### src/rtl/cw_encoder_stream_if.sv
// Stream bundle for the constant-weight encoder: control, message-bit input
// stream, position output stream and the assembled codeword.
interface cw_encoder_stream_if #(
   parameter int N  = 20,
   parameter int NW = $clog2(N + 1)
);
   logic          start;
   logic          in_bit;
   logic          in_valid;
   logic          in_ready;
   logic          pos_valid;
   logic          pos_ready;
   logic [NW-1:0] pos;
   logic          pos_last;
   logic          busy;
   logic          done;
   logic [N-1:0]  cw_word;

   // Drives the encoder: message source and position sink side.
   modport master (
      output start, in_bit, in_valid, pos_ready,
      input  in_ready, pos_valid, pos, pos_last, busy, done, cw_word
   );

   // The encoder itself.
   modport slave (
      input  start, in_bit, in_valid, pos_ready,
      output in_ready, pos_valid, pos, pos_last, busy, done, cw_word
   );
endinterface

### src/rtl/cw_encoder_stream.sv
// Constant-weight encoder: consumes a serial message and emits the T
// one-positions of an N-bit weight-T word in ascending order, using the
// binary-approximation recursion with gap step 2^u. Both sides are
// valid/ready streams; the finished word is also presented in parallel.
module cw_encoder_stream #(
   parameter int N  = 20,
   parameter int T  = 8,
   parameter int NW = $clog2(N + 1),
   parameter int TW = $clog2(T + 1)
) (
   input  logic               clk,
   input  logic               rst_b,
   cw_encoder_stream_if.slave bus
);
   localparam int UW = $clog2(NW + 1);
   localparam logic [N-1:0] CW_ONE = {{(N-1){1'b0}}, 1'b1};

   typedef enum logic [2:0] {
      S_IDLE  = 3'd0,
      S_CALC  = 3'd1,
      S_FLAG  = 3'd2,
      S_INDEX = 3'd3,
      S_EMIT  = 3'd4,
      S_FILL  = 3'd5,
      S_DONE  = 3'd6
   } state_t;

   state_t        r_state;
   logic [NW-1:0] r_n;        // remaining length
   logic [TW-1:0] r_t;        // remaining weight
   logic [NW-1:0] r_base;     // next free index
   logic [NW-1:0] r_delta;    // gaps skipped since the last one
   logic [UW-1:0] r_u;        // index width for the current step
   logic [NW-1:0] r_i;        // index shift register
   logic [NW-1:0] r_k;        // index bit counter / fill counter
   logic [NW-1:0] r_pos;
   logic          r_pos_valid;
   logic          r_pos_last;
   logic          r_in_ready;
   logic          r_busy;
   logic          r_done;
   logic [N-1:0]  r_cw_word;

   logic [2*NW-1:0] w_t_wide;
   logic [2*NW-1:0] w_n_wide;
   logic [UW-1:0]   w_u;
   logic [NW-1:0]   w_step;
   logic [NW-1:0]   w_gap_base;
   logic [NW-1:0]   w_i_shift;
   logic            w_in_fire;
   logic            w_pos_fire;

   // Double-width operands so t << u can never wrap during the search.
   assign w_t_wide   = {{NW{1'b0}}, NW'(r_t)};
   assign w_n_wide   = {{NW{1'b0}}, r_n};
   assign w_step     = NW'(1) << r_u;
   assign w_gap_base = r_base + r_delta;
   assign w_i_shift  = {r_i[NW-2:0], bus.in_bit};
   assign w_in_fire  = r_in_ready & bus.in_valid;
   assign w_pos_fire = r_pos_valid & bus.pos_ready;

   // Largest u with (t << u) <= n; the condition is monotonic in u, so the last hit wins.
   always_comb begin
      w_u = '0;
      for (int j = 0; j < NW; j++) begin
         if ((w_t_wide << j) <= w_n_wide) begin
            w_u = UW'(j);
         end
      end
   end

   // Encoder FSM with all stream outputs registered alongside the state.
   always_ff @(posedge clk or negedge rst_b) begin
      if (!rst_b) begin
         r_state     <= S_IDLE;
         r_n         <= '0;
         r_t         <= '0;
         r_base      <= '0;
         r_delta     <= '0;
         r_u         <= '0;
         r_i         <= '0;
         r_k         <= '0;
         r_pos       <= '0;
         r_pos_valid <= 1'b0;
         r_pos_last  <= 1'b0;
         r_in_ready  <= 1'b0;
         r_busy      <= 1'b0;
         r_done      <= 1'b0;
         r_cw_word   <= '0;
      end else begin
         case (r_state)
            S_IDLE: begin
               if (bus.start) begin
                  r_n       <= NW'(N);
                  r_t       <= TW'(T);
                  r_base    <= '0;
                  r_delta   <= '0;
                  r_cw_word <= '0;
                  r_busy    <= 1'b1;
                  r_state   <= S_CALC;
               end
            end

            S_CALC: begin
               if (r_t == '0) begin
                  r_busy  <= 1'b0;
                  r_done  <= 1'b1;
                  r_state <= S_DONE;
               end else if (r_n <= NW'(r_t)) begin
                  // Only t indices remain and all of them must be ones.
                  r_k         <= '0;
                  r_pos       <= w_gap_base;
                  r_pos_valid <= 1'b1;
                  r_pos_last  <= (r_t == TW'(1));
                  r_state     <= S_FILL;
               end else begin
                  r_u        <= w_u;
                  r_in_ready <= 1'b1;
                  r_state    <= S_FLAG;
               end
            end

            S_FLAG: begin
               if (w_in_fire) begin
                  r_i <= '0;
                  r_k <= '0;
                  if (bus.in_bit) begin
                     // Skip a whole gap of 2^u zeros.
                     r_n        <= r_n - w_step;
                     r_delta    <= r_delta + w_step;
                     r_in_ready <= 1'b0;
                     r_state    <= S_CALC;
                  end else if (r_u == '0) begin
                     r_in_ready  <= 1'b0;
                     r_pos       <= w_gap_base;
                     r_pos_valid <= 1'b1;
                     r_pos_last  <= (r_t == TW'(1));
                     r_state     <= S_EMIT;
                  end else begin
                     r_state <= S_INDEX;
                  end
               end
            end

            S_INDEX: begin
               if (w_in_fire) begin
                  r_i <= w_i_shift;
                  if (r_k == NW'(r_u) - NW'(1)) begin
                     r_in_ready  <= 1'b0;
                     r_pos       <= w_gap_base + w_i_shift;
                     r_pos_valid <= 1'b1;
                     r_pos_last  <= (r_t == TW'(1));
                     r_state     <= S_EMIT;
                  end else begin
                     r_k <= r_k + NW'(1);
                  end
               end
            end

            S_EMIT: begin
               if (w_pos_fire) begin
                  r_cw_word   <= r_cw_word | (CW_ONE << r_pos);
                  r_base      <= r_pos + NW'(1);
                  r_n         <= r_n - r_i - NW'(1);
                  r_t         <= r_t - TW'(1);
                  r_delta     <= '0;
                  r_pos_valid <= 1'b0;
                  r_pos_last  <= 1'b0;
                  if (r_t == TW'(1)) begin
                     r_busy  <= 1'b0;
                     r_done  <= 1'b1;
                     r_state <= S_DONE;
                  end else begin
                     r_state <= S_CALC;
                  end
               end
            end

            S_FILL: begin
               if (w_pos_fire) begin
                  r_cw_word <= r_cw_word | (CW_ONE << r_pos);
                  if (r_k == NW'(r_t) - NW'(1)) begin
                     r_n         <= '0;
                     r_t         <= '0;
                     r_pos_valid <= 1'b0;
                     r_pos_last  <= 1'b0;
                     r_busy      <= 1'b0;
                     r_done      <= 1'b1;
                     r_state     <= S_DONE;
                  end else begin
                     r_k        <= r_k + NW'(1);
                     r_pos      <= r_pos + NW'(1);
                     r_pos_last <= ((r_k + NW'(2)) == NW'(r_t));
                  end
               end
            end

            S_DONE: begin
               r_done  <= 1'b0;
               r_state <= S_IDLE;
            end

            default: begin
               r_state <= S_IDLE;
            end
         endcase
      end
   end

   assign bus.in_ready  = r_in_ready;
   assign bus.pos_valid = r_pos_valid;
   assign bus.pos       = r_pos;
   assign bus.pos_last  = r_pos_last;
   assign bus.busy      = r_busy;
   assign bus.done      = r_done;
   assign bus.cw_word   = r_cw_word;
endmodule
### src/flat_wrapper.sv
// flat-port wrapper written by rule: the top's interface ports become plain ports
module cw_encoder_stream_flat 
#(
   parameter int N  = 20,
   parameter int T  = 8,
   parameter int NW = $clog2(N + 1),
   parameter int TW = $clog2(T + 1)
)
  (clk, rst_b, bus_start, bus_in_bit, bus_in_valid, bus_pos_ready, bus_in_ready, bus_pos_valid, bus_pos, bus_pos_last, bus_busy, bus_done, bus_cw_word);
  cw_encoder_stream_if #(.N(N), .NW(NW)) bus_i ();
  input  logic clk;
  input  logic rst_b;
  input wire logic [$bits(bus_i.start)-1:0] bus_start;
  input wire logic [$bits(bus_i.in_bit)-1:0] bus_in_bit;
  input wire logic [$bits(bus_i.in_valid)-1:0] bus_in_valid;
  input wire logic [$bits(bus_i.pos_ready)-1:0] bus_pos_ready;
  output wire logic [$bits(bus_i.in_ready)-1:0] bus_in_ready;
  output wire logic [$bits(bus_i.pos_valid)-1:0] bus_pos_valid;
  output wire logic [$bits(bus_i.pos)-1:0] bus_pos;
  output wire logic [$bits(bus_i.pos_last)-1:0] bus_pos_last;
  output wire logic [$bits(bus_i.busy)-1:0] bus_busy;
  output wire logic [$bits(bus_i.done)-1:0] bus_done;
  output wire logic [$bits(bus_i.cw_word)-1:0] bus_cw_word;
  assign bus_i.start = bus_start;
  assign bus_i.in_bit = bus_in_bit;
  assign bus_i.in_valid = bus_in_valid;
  assign bus_i.pos_ready = bus_pos_ready;
  assign bus_in_ready = bus_i.in_ready;
  assign bus_pos_valid = bus_i.pos_valid;
  assign bus_pos = bus_i.pos;
  assign bus_pos_last = bus_i.pos_last;
  assign bus_busy = bus_i.busy;
  assign bus_done = bus_i.done;
  assign bus_cw_word = bus_i.cw_word;
  cw_encoder_stream #(.N(N), .T(T), .NW(NW), .TW(TW)) u_core (.clk(clk), .rst_b(rst_b), .bus(bus_i));
endmodule
### config.mk
export PLATFORM = sky130hd
export DESIGN_NAME = cw_encoder_stream_flat
export DESIGN_NICKNAME = d
export VERILOG_FILES = /design/src/rtl/cw_encoder_stream_if.sv /design/src/rtl/cw_encoder_stream.sv /design/src/flat_wrapper.sv
export SDC_FILE = /design/constraint.sdc
export NUM_CORES = 1
export LEC_CHECK = 0
export ABC_AREA = 1
export CORE_MARGIN = 2
export CORE_UTILIZATION = 27
export CTS_CLUSTER_DIAMETER = 60
export DETAILED_ROUTE_END_ITERATION = 6
export HOLD_SLACK_MARGIN = 0.08
export PLACE_DENSITY = 0.4
export SLEW_MARGIN = 20
export SYNTH_ARGS = -nofsm -noshare
export SYNTH_HDL_FRONTEND = slang
export SYNTH_SLANG_ARGS = --single-unit
export TNS_END_PERCENT = 1
### constraint.sdc
create_clock -name clk -period 2.7 [get_ports clk]
set_input_delay 0.54 -clock clk [delete_from_list [all_inputs] [get_ports clk]]
set_output_delay 0.54 -clock clk [all_outputs]
set_load 0.02 [all_outputs]
==> results of run 1 <==
==> registers in the layout, indices dropped and copies added, names as in the netlist <==
signal and count:
u_core.r_u 3, u_core.r_t 4, u_core.r_k 5, u_core.bus.cw_word 20
u_core.bus.pos 5, u_core.bus.done 1, u_core.r_delta 5, u_core.r_base 5
u_core.r_i 5, u_core.bus.pos_valid 1, u_core.r_state 3, u_core.bus.in_ready 1
u_core.bus.busy 1, u_core.r_n 5, u_core.bus.pos_last 1
==> report_power, final <==
group	internal (mW)	leakage [nW]	total (mW)	switching, mW
combinational	1.56	1.96	4.35	2.79
sequential	1.29	0.864	1.65	0.369
clock	0.741	0.141	1.22	0.479
==> cell type report <==
class / instances / share of cell area [%]
inverters: 105 / 6.72
clock inverters: 6 / 1.13
multi-input cells: 491 / 48.3
clock buffers: 10 / 4.08
flip-flops and latches: 65 / 27.7
repair buffers: 43 / 7.13
well taps: 229 / 4.89
==> worst paths after layout <==
path	startpoint	endpoint	cells after the start
worst max-delay path	u_core.r_u[0]$_DFFE_PN0P_	u_core.r_n[4]$_DFFE_PN0P_	15
worst min-delay path	rst_b	u_core.r_delta[1]$_DFFE_PN0P_	1
worst max register to register	u_core.r_u[0]$_DFFE_PN0P_	u_core.r_n[4]$_DFFE_PN0P_	15
worst min register to register	u_core.bus.pos_last$_DFFE_PN0P_	u_core.bus.pos_last$_DFFE_PN0P_	2
max in group asynchronous	rst_b	u_core.r_k[4]$_DFFE_PN0P_	2
min in group clk	u_core.bus.pos_last$_DFFE_PN0P_	u_core.bus.pos_last$_DFFE_PN0P_	2
==> routing by layer <==
layer	global-route usage, %	vias to the layer above
met2	25.6	82
met1	20.2	2054
met5	0	-
met3	2.91	22
li1	-	2253
met4	6.28	0
==> worst register-to-register path, cell delays in order (launching register included) <==
cell and delay (ns):
dfrtp_1 0.39, inv_1 0.14, ha_1 0.24, nand2_1 0.13, inv_1 0.11, ha_1 0.22
fa_1 0.36, inv_1 0.08, nand2_1 0.06, nand2_1 0.06, a21oi_1 0.07, or2_2 0.27
nand3_1 0.07, nand3_1 0.07, nand3_1 0.09, nand2_1 0.05
==> cells in the final DEF (no fill, tap or decap), drive strengths merged, types with 4 or more instances in the layout <==
cell / synthesis / layout
a21oi: 47 / 47
buf: 3 / 9
clkbuf: 3 / 10
clkdlybuf4s50: 0 / 34
dfrtp: 65 / 65
fa: 5 / 5
ha: 49 / 49
inv: 105 / 106
nand2: 188 / 188
nand3: 54 / 54
nand4: 8 / 8
nor2: 50 / 50
nor3: 9 / 9
o21a: 4 / 4
o21ai: 35 / 35
o22ai: 6 / 6
or2: 4 / 4
xnor2: 6 / 6
xor2: 13 / 13
==> cells by family after synthesis <==
logic type,share of synthesized area (%)
AOI/OAI and AO/OA,11.5
and+or+nand+nor,28.4
adders and majority gates,14.6
buffers and inverters,8.73
xor gates and xnor gates,3.41
DFF,33.3
==> through the flow <==
step | util [%] | hold slack (ns) | area [um2]
after global placement | 31.2 | 0.471 | 5560
after global routing | 32.9 | 0.218 | 5860
after detailed placement | 31.2 | 0.478 | 5560
after CTS | 32.9 | 0.196 | 5860
final | 32.9 | 0.186 | 5860
after floorplan | - | 0.244 | 4890
==> flow_metrics.py, run 1 <==
metrics = {
    "run_status": {
        "run_status": "finished clean",
    },
    "timing": {
        "fin_crit_sh_pct": 93.0,
        "finClkSkew_ns": 0.00816,
        "rsz0062_at_grt": "no",
        "slew_headroom_pct": 63.3,
        "setup_slack_ns": 0.190,
        "post-route-min-period_ns": 2.51,
        "hold_viol": 0,
        "slew_violations": 0,
        "fmax_ghz": 0.398,
        "timing.setup.tns_ns": 0,
        "setup_viol_count_final": 0,
        "worst_pin_slew_ns": 0.550,
    },
    "worst_setup_path": {
        "start_kind": "register",
        "critPathKind": "reg -> reg",
        "cp.arrival_ns": 2.74,
        "slowest_stage": "dfrtp_1",
        "rrSetupSlack_ns": 0.19,
        "critPathTopFamily": "adder cells",
        "crit_path_end_kind": "register",
        "path_cells": "inv_1 > ha_1 > nand2_1 > inv_1 > ha_1 > fa_1 > inv_1 > nand2_1 > nand2_1 > a21oi_1 > or2_2 > nand3_1 > nand3_1 > nand3_1 > nand2_1",
        "slowest_delay_ns": 0.39,
        "cpMostUsedCell": "nand2_1",
        "cp_max_fo": 7,
        "worstPathRequired_ns": 2.93,
        "path_buf_inv": 3,
    },
    "clock_network": {
        "cts_resized": 0,
        "clock-sinks": 65,
        "cts_tree": "built",
        "clock_latency_ns": 0.34,
        "cts_max_path_buffers": 2,
        "numCtsBuffers": 9,
        "cts-root-buf": "clkbuf_16",
        "clk_pin_slew_ns": 0.06,
        "post-cts-setup-buffer-count": 0,
        "htreeDepth": 3,
        "ctsHoldBuffers": 0,
    },
    "place": {
        "post-place-ws_ns": 0.222,
        "hpwlAfterDp_um": 11700,
        "placed_cells": 933,
        "io_buffers": 35,
        "gp_congestion": 0.878,
    },
    "die": {
        "floorplan.die.height_um": 139,
        "core_um2": 17800,
        "dieArea_um2": 19200,
        "fp.dieW_um": 139,
        "num_io_pins": 36,
        "start_util_pct": 27.4,
        "rows": 49,
    },
    "hold_path": {
        "hp-class": "in -> async",
    },
    "yosys": {
        "ys_top_cells_by_area": "dfrtp_1, nand2_1, ha_1, inv_1, nand3_1",
        "syn-cell-area_um2": 4890,
        "yosysTopAreaCell": "dfrtp_1",
        "synth_top_cell_area_share_pct": 33.3,
        "syn_inst": 667,
        "avgSynthCellArea_um2": 7.33,
        "ys_dominant_reg_cell": "dfrtp_1",
        "ys_top_cells_by_count": "nand2_1, inv_1, dfrtp_1, nand3_1, ha_1",
        "synth_most_common_cell": "nand2_1",
        "async_flop_share_pct": 100,
        "synth.distinct_cells": 37,
        "yosys_warnings": 0,
        "syn_nets": 727,
        "synth_edf_count": 0,
        "yosysSeqAreaShare_pct": 33.3,
        "synth.ff_latch_count": 65,
    },
    "final_layout": {
        "drive_above_1_share_pct": 8.06,
        "fill_cells": 1926,
        "fin_cells": 949,
        "multi_input_comb_area_um2": 2830,
        "final_nets": 775,
        "area_growth_pct": 20.0,
        "regArea_um2": 1630,
        "antennaDiodeCount": 0,
    },
    "job": {
        "cap_violations": 0,
    },
    "routing": {
        "drt-vias-per-instance": 4.65,
        "highest_layer": "met4",
        "vias": 4411,
        "postRouteAntennaNets": 0,
        "drt-pass1-iter-count": 5,
        "finalWirelength_um": 14400,
        "met1_length_um": 6730,
        "drc_errors": 0,
        "met3_length_um": 512,
        "wl_per_cell_um": 15.2,
        "drt_iter0_markers": 183,
        "met2WireLength_um": 6830,
    },
    "grt": {
        "globalRoute.totalOverflow": 0,
        "grt_start_max_net_pins": 46,
        "grt_pass1_vias": 4546,
        "antenna_found_initial": 0,
        "grt_pass1_wl_um": 23600,
        "track_usage_pct": 15.6,
    },
    "power": {
        "leakage_nw": 2.97,
        "p_total_mw": 7.23,
        "pwr_density_cell_nw_per_um2": 1230,
        "irDropWorstVdd_uv": 414,
    },
}
(Power assumes the default switching activity.)
==> run 2: changes to the inputs <==
ABC_AREA = default   (was 1)
CELL_PAD_IN_SITES_DETAIL_PLACEMENT = 1   (was default)
CELL_PAD_IN_SITES_GLOBAL_PLACEMENT = 2   (was default)
CTS_BUF_LIST = sky130_fd_sc_hd__clkbuf_8   (was default)
PLACE_DENSITY = 0.59   (was 0.4)
==> flow_metrics.py, run 2 <==
metrics = {
    "clock_network": {
        "clock_latency_ns": 0.38,
        "clock-sinks": 65,
        "numCtsBuffers": 9,
        "cts_tree": "built",
        "htreeDepth": 3,
        "cts_max_path_buffers": 2,
        "clk_pin_slew_ns": 0.09,
        "cts-root-buf": "clkbuf_8",
    },
    "final_layout": {
        "final_common_cell": "dfrtp_1",
        "antennaDiodeCount": 0,
        "final_nets": 691,
        "largest_reg_flops": 20,
        "fill_cells": 2111,
        "area_growth_pct": 25.5,
        "drive_above_1_share_pct": 17.0,
        "layout_common_cells": "dfrtp_1, nor2_1, buf_4",
        "fin_util_pct": 34.4,
    },
    "worst_setup_path": {
        "start_kind": "register",
        "rrSetupSlack_ns": 0.07,
        "r2r_end": "u_core.bus.pos[3]$_DFFE_PN0P_",
        "r2r_start": "u_core.r_base[0]$_DFFE_PN0P_",
        "cp.arrival_ns": 2.89,
        "worstPathRequired_ns": 2.96,
        "crit_path_end_kind": "register",
        "critPathKind": "reg -> reg",
        "cp_max_fo": 2,
        "rr_worst_depth": 11,
    },
    "yosys": {
        "ys_dominant_reg_cell": "dfrtp_1",
        "synth_most_common_cell": "dfrtp_1",
        "synth_xor_xnor_area_share_pct": 5.17,
        "synth_top_family_by_area": "compound AO/OA/AOI/OAI gates",
        "yosysTopAreaCell": "dfrtp_1",
        "ys_top_cells_by_count": "dfrtp_1, a21oi_1, nor2_1, ha_1, nand2_1",
        "syn-cell-area_um2": 4910,
        "synth.ff_latch_count": 65,
        "synth_edf_count": 0,
        "synth_fa_ha_area_share_pct": 14.5,
        "synth_compound_area_share_pct": 24.1,
        "synth_simple_gate_area_share_pct": 15.7,
        "synth.distinct_cells": 68,
        "async_flop_share_pct": 100,
        "syn_inst": 550,
        "muxShareOfSynthArea_pct": 2.50,
        "yosys_warnings": 0,
        "synth_top_cell_area_share_pct": 33.1,
        "syn_nets": 610,
        "avgSynthCellArea_um2": 8.93,
        "yosysSeqAreaShare_pct": 33.1,
        "ys_top_cells_by_area": "dfrtp_1, ha_1, a21oi_1, nor2_1, o21ai_0",
    },
    "die": {
        "dieArea_um2": 19300,
        "start_util_pct": 27.4,
        "rows": 49,
        "floorplan.die.height_um": 139,
        "fp.dieW_um": 139,
        "num_io_pins": 36,
        "core_um2": 17900,
    },
    "grt": {
        "grt_use_met3_pct": 2.90,
        "grtUsageMet1_pct": 24.6,
        "top_usage_layer": "met2",
        "grt_pass1_vias": 4716,
        "grt_start_max_net_pins": 39,
        "grt_pass1_wl_um": 26800,
        "track_usage_pct": 17.8,
        "grt_use_met2_pct": 28.8,
        "globalRoute.totalOverflow": 0,
        "antenna_found_initial": 0,
    },
    "timing": {
        "fmax_ghz": 0.380,
        "rsz0062_at_grt": "yes",
        "slew_headroom_pct": 55.1,
        "setup_viol_count_final": 0,
        "slew_violations": 0,
        "post-route-min-period_ns": 2.63,
        "finClkSkew_ns": 0.0165,
        "worst_pin_slew_ns": 0.657,
        "fin_crit_sh_pct": 97.4,
        "hold_viol": 0,
    },
    "hold_path": {
        "hold_depth": 2,
        "hp-start": "u_core.r_i[3]$_DFFE_PN0P_",
        "hp-class": "reg -> reg",
        "hold_end": "u_core.r_i[3]$_DFFE_PN0P_",
    },
    "power": {
        "leakage_nw": 2.77,
        "irDropWorstVdd_uv": 420,
        "pwr_density_cell_nw_per_um2": 1050,
        "p_total_mw": 6.47,
    },
    "routing": {
        "postRouteAntennaNets": 0,
        "drc_errors": 0,
        "wl_per_cell_um": 19.2,
        "finalWirelength_um": 16600,
        "vias": 4421,
        "drt-vias-per-instance": 5.11,
        "drt_iter0_markers": 187,
        "drt-pass1-iter-count": 4,
    },
    "run_status": {
        "run_status": "finished clean",
    },
    "place": {
        "hpwlAfterDp_um": 12900,
        "io_buffers": 35,
        "gp_congestion": 0.820,
    },
    "job": {
        "cap_violations": 0,
    },
}
[run 2: cell families after synthesis]
| kind of cell | after synthesis |
|---|---|
| AO/OA/AOI/OAI | 172 |
| AND/OR/NAND/NOR | 160 |
| flip-flops | 65 |
| buffers and inverters | 59 |
| adder cells (fa/ha/maj) | 54 |
| XOR/XNOR | 29 |
| multiplexers | 11 |
[run 2: power by group]
group / total (mW) / internal [mW] / switching [mW] / leakage [nW]
Sequential: 1.51 / 1.22 / 0.293 / 0.861
Combinational: 4.00 / 1.69 / 2.31 / 1.80
Clock: 0.956 / 0.448 / 0.508 / 0.104
[run 2: what timing repair did]
action,in CTS,in global routing
setup buffers,1,3
hold buffers,1,0
pin swaps,0,12
endpoints found under the setup margin,1,5
resized for setup,2,11
endpoints found under the hold margin,8,0
[run 2: final cells by class]
cell class | instances | area [um2] | share of cell area (%)
multi-input combinational | 426 | 3100 | 50.3
timing repair buffer | 94 | 807 | 13.1
clock buffer | 9 | 124 | 2.01
clock inverter | 7 | 86.3 | 1.40
sequential | 65 | 1630 | 26.4
inverter | 35 | 131 | 2.13
tap | 229 | 287 | 4.65
[run 2: critical path, cell delays in order, from the launching register on]
cell and delay [ns]:
dfrtp_1 0.36, ha_2 0.18, inv_1 0.05, fa_1 0.57, inv_2 0.07, ha_4 0.20, a21o_1 0.16, a21oi_2 0.13
mux2i_1 0.20, a31oi_1 0.09, a221o_1 0.26, mux2_4 0.25
[run 2: stage by stage]
| stage | TNS (ns) | worst slack, ns | std cells | hold WS (ns) | area [um2] |
|---|---|---|---|---|---|
| 6_report | 0 | 0.0712 | 865 | 0.494 | 6160 |
| 5_1_grt | -0.0987 | -0.0618 | 865 | 0.522 | 6160 |
| 4_1_cts | 0 | 0.00371 | 862 | 0.498 | 6090 |
| 3_5_place_dp | -0.00883 | -0.00883 | 844 | 0.467 | 5850 |
| 3_3_place_gp | -0.00272 | -0.00272 | 844 | 0.460 | 5850 |
| 2_1_floorplan | 0 | 0.0504 | 550 | 0.244 | 4910 |
[run 2: worst max path at each step]
stage | slack [ns] | depth (start not counted) | end | startpoint
after floorplan | 0.05 | 11 | u_core.bus.pos[3]$_DFFE_PN0P_ | u_core.r_delta[0]$_DFFE_PN0P_
after global routing | -0.06 | 13 | u_core.bus.pos[3]$_DFFE_PN0P_ | u_core.r_base[0]$_DFFE_PN0P_
after global placement | -0.003 | 11 | u_core.bus.pos[3]$_DFFE_PN0P_ | u_core.r_delta[0]$_DFFE_PN0P_
after CTS | 0.004 | 11 | u_core.bus.pos[3]$_DFFE_PN0P_ | u_core.r_delta[0]$_DFFE_PN0P_
after detailed placement | -0.009 | 11 | u_core.bus.pos[3]$_DFFE_PN0P_ | u_core.r_base[0]$_DFFE_PN0P_
final | 0.07 | 11 | u_core.bus.pos[3]$_DFFE_PN0P_ | u_core.r_base[0]$_DFFE_PN0P_
[run 2: layer usage]
layer / part of all wire, % / wire length [um] / up-vias
met5: 0 / 0 / -
met4: 1.5 / 257 / 0
met3: 2.7 / 455 / 12
met2: 47 / 7830 / 51
met1: 49 / 8050 / 2207
li1: - / - / 2151
==> patch: new RTL, config.mk and constraints of run 1 <==
`N` is set to 20 in 3 places; all go to 40.
--- a/src/rtl/cw_encoder_stream_if.sv
+++ b/src/rtl/cw_encoder_stream_if.sv
@@ -2,5 +2,5 @@
 // stream, position output stream and the assembled codeword.
 interface cw_encoder_stream_if #(
-   parameter int N  = 20,
+   parameter int N  = 40,
    parameter int NW = $clog2(N + 1)
 );
--- a/src/rtl/cw_encoder_stream.sv
+++ b/src/rtl/cw_encoder_stream.sv
@@ -4,5 +4,5 @@
 // valid/ready streams; the finished word is also presented in parallel.
 module cw_encoder_stream #(
-   parameter int N  = 20,
+   parameter int N  = 40,
    parameter int T  = 8,
    parameter int NW = $clog2(N + 1),
--- a/src/flat_wrapper.sv
+++ b/src/flat_wrapper.sv
@@ -2,5 +2,5 @@
 module cw_encoder_stream_flat 
 #(
-   parameter int N  = 20,
+   parameter int N  = 40,
    parameter int T  = 8,
    parameter int NW = $clog2(N + 1),
Ports: changed (resized bus_cw_word and bus_pos); port bits go from 36 to 57. No check against the original RTL was run, so the function may have changed too.
==> patch against run 1 <==
  * Final cell count grew 31%
  * Critical path depth is 2 lower
  * Routed wire length up 35%
  * Cell area grew 32%
  * Non-clock buffer count is 33 higher
  * Power up 21%
  * Sequential cell count increased by 26
  * Synthesized area is 30% higher
  * Via count rose by 29%
  * Largest cell class unchanged
  * Critical path type unchanged
  * Global-route usage rose by 0.92 points
  * Setup slack lost 0.041 ns
  * Combinational power increased by 21%
==> patch: results (changes against run 1) <==
status=finished clean; leak pwr=3.92 nW (+32%); nets=986 (+27%); met2 Track Usage GR=26.4% (+0.79 points); fill cell count=2610 (+36%); post-route minimum period=2.55 ns (+0.0413 ns); wire length on met3=418 um (-18%); maximum fanout along the worst path=3 (-4); layout cells sized above 1=8.24% (+0.19 points); dpl cell area=7370 sq um (+33%); Routed met1 length=9780 um (+45%); GRT Overall Usage=16.5% (+0.92 points); Layout Skew=0.0127 ns (+0.00452 ns); vias in the first global route=5606 (+23%); Vias=5674 (+29%); crit-path max cell delay=0.56 ns (+0.17 ns); Post-Synth Adder-Cell Area=13.0% (-1.6 points); full die area=24800 sq um (+29%); Hold WS=0.134 ns (-0.0521 ns); Compound-Gate Fraction of Synth Area=13.0% (+1.5 points); Critical Path Sink=u_core.bus.pos[4]; max FFs per register=40 (+100%); R2R Path Start=u_core.r_delta[0]; 1st-iter DRT viols=244 (+33%); Post-Layout Cell Count=1241 (+31%); first-pass GRT wire length=31400 um (+33%); dpl ws=0.0577 ns (-0.164 ns); clock transition at the registers of the reported paths=0.08 ns (+0.02 ns); gpl congestion=0.777 (-12%); top post-synthesis cells by count=nand2_1 (187), inv_1 (98), nor2_1 (95), dfrtp_1 (91), nand3_1 (64); Area contributors post-synth=dfrtp_1 (36%), ha_1 (11%), nand2_1 (11%), inv_1 (5.8%), nor2_1 (5.6%); GR Util met1=23.6% (+3.3 points); Syn Nets=917 (+26%); RR Endpoint=u_core.bus.pos[4]; xor/xnor share of the synthesized area=3.04% (-0.37 points); DR WL met2=9160 um (+34%); DR WL/cell=15.7 um (+3.6%); met3 usage=2.64% (-0.27 points); Pwr Density=1130 nW/um^2 (-8.1%); DR pass1 iterations=4 (-1); Max VDD drop=471 uV (+14%); post-synthesis cell type count=40 (+8.1%); Max-Slew Margin vs Limit=55.7% (-7.7 points); sequential element share of the synthesized area=35.9% (+2.6 points); Register-to-Register Setup Slack=0.15 ns (-0.04 ns); DPL Wire Length=15500 um (+33%)
patch: cell types whose count changed in the layout (fill, tap and decap cells not counted), sizes merged, moves of 4 or more:
cell	before	now
nand2	188	193
xor2	13	18
clkdlybuf4s50	34	55
a31oi	2	24
nor2	50	105
ha	49	58
or2	4	8
o21ai	35	61
nand3	54	66
buf	9	21
dfrtp	65	91
patch: cell type report:
class / count / share of cell area (%)
multi-input cells: 635 / 46.9
clock inverters: 7 / 1.20
inverters: 104 / 5.10
clock buffers: 9 / 2.91
flip-flops and latches: 91 / 29.5
repair buffers: 76 / 9.32
well taps: 319 / 5.16
patch: power by group:
group          internal [mW]  leakage (nW)  switching, mW
Combinational           1.85          2.53           3.42
Clock                  0.746         0.156          0.634
Sequential              1.71          1.23          0.392
patch: logic make-up after synthesis:
logic type      Yosys count
buf+inv                 122
flops                    91
xor+xnor                 22
compound gates          151
fa+ha+maj                63
simple gates            399
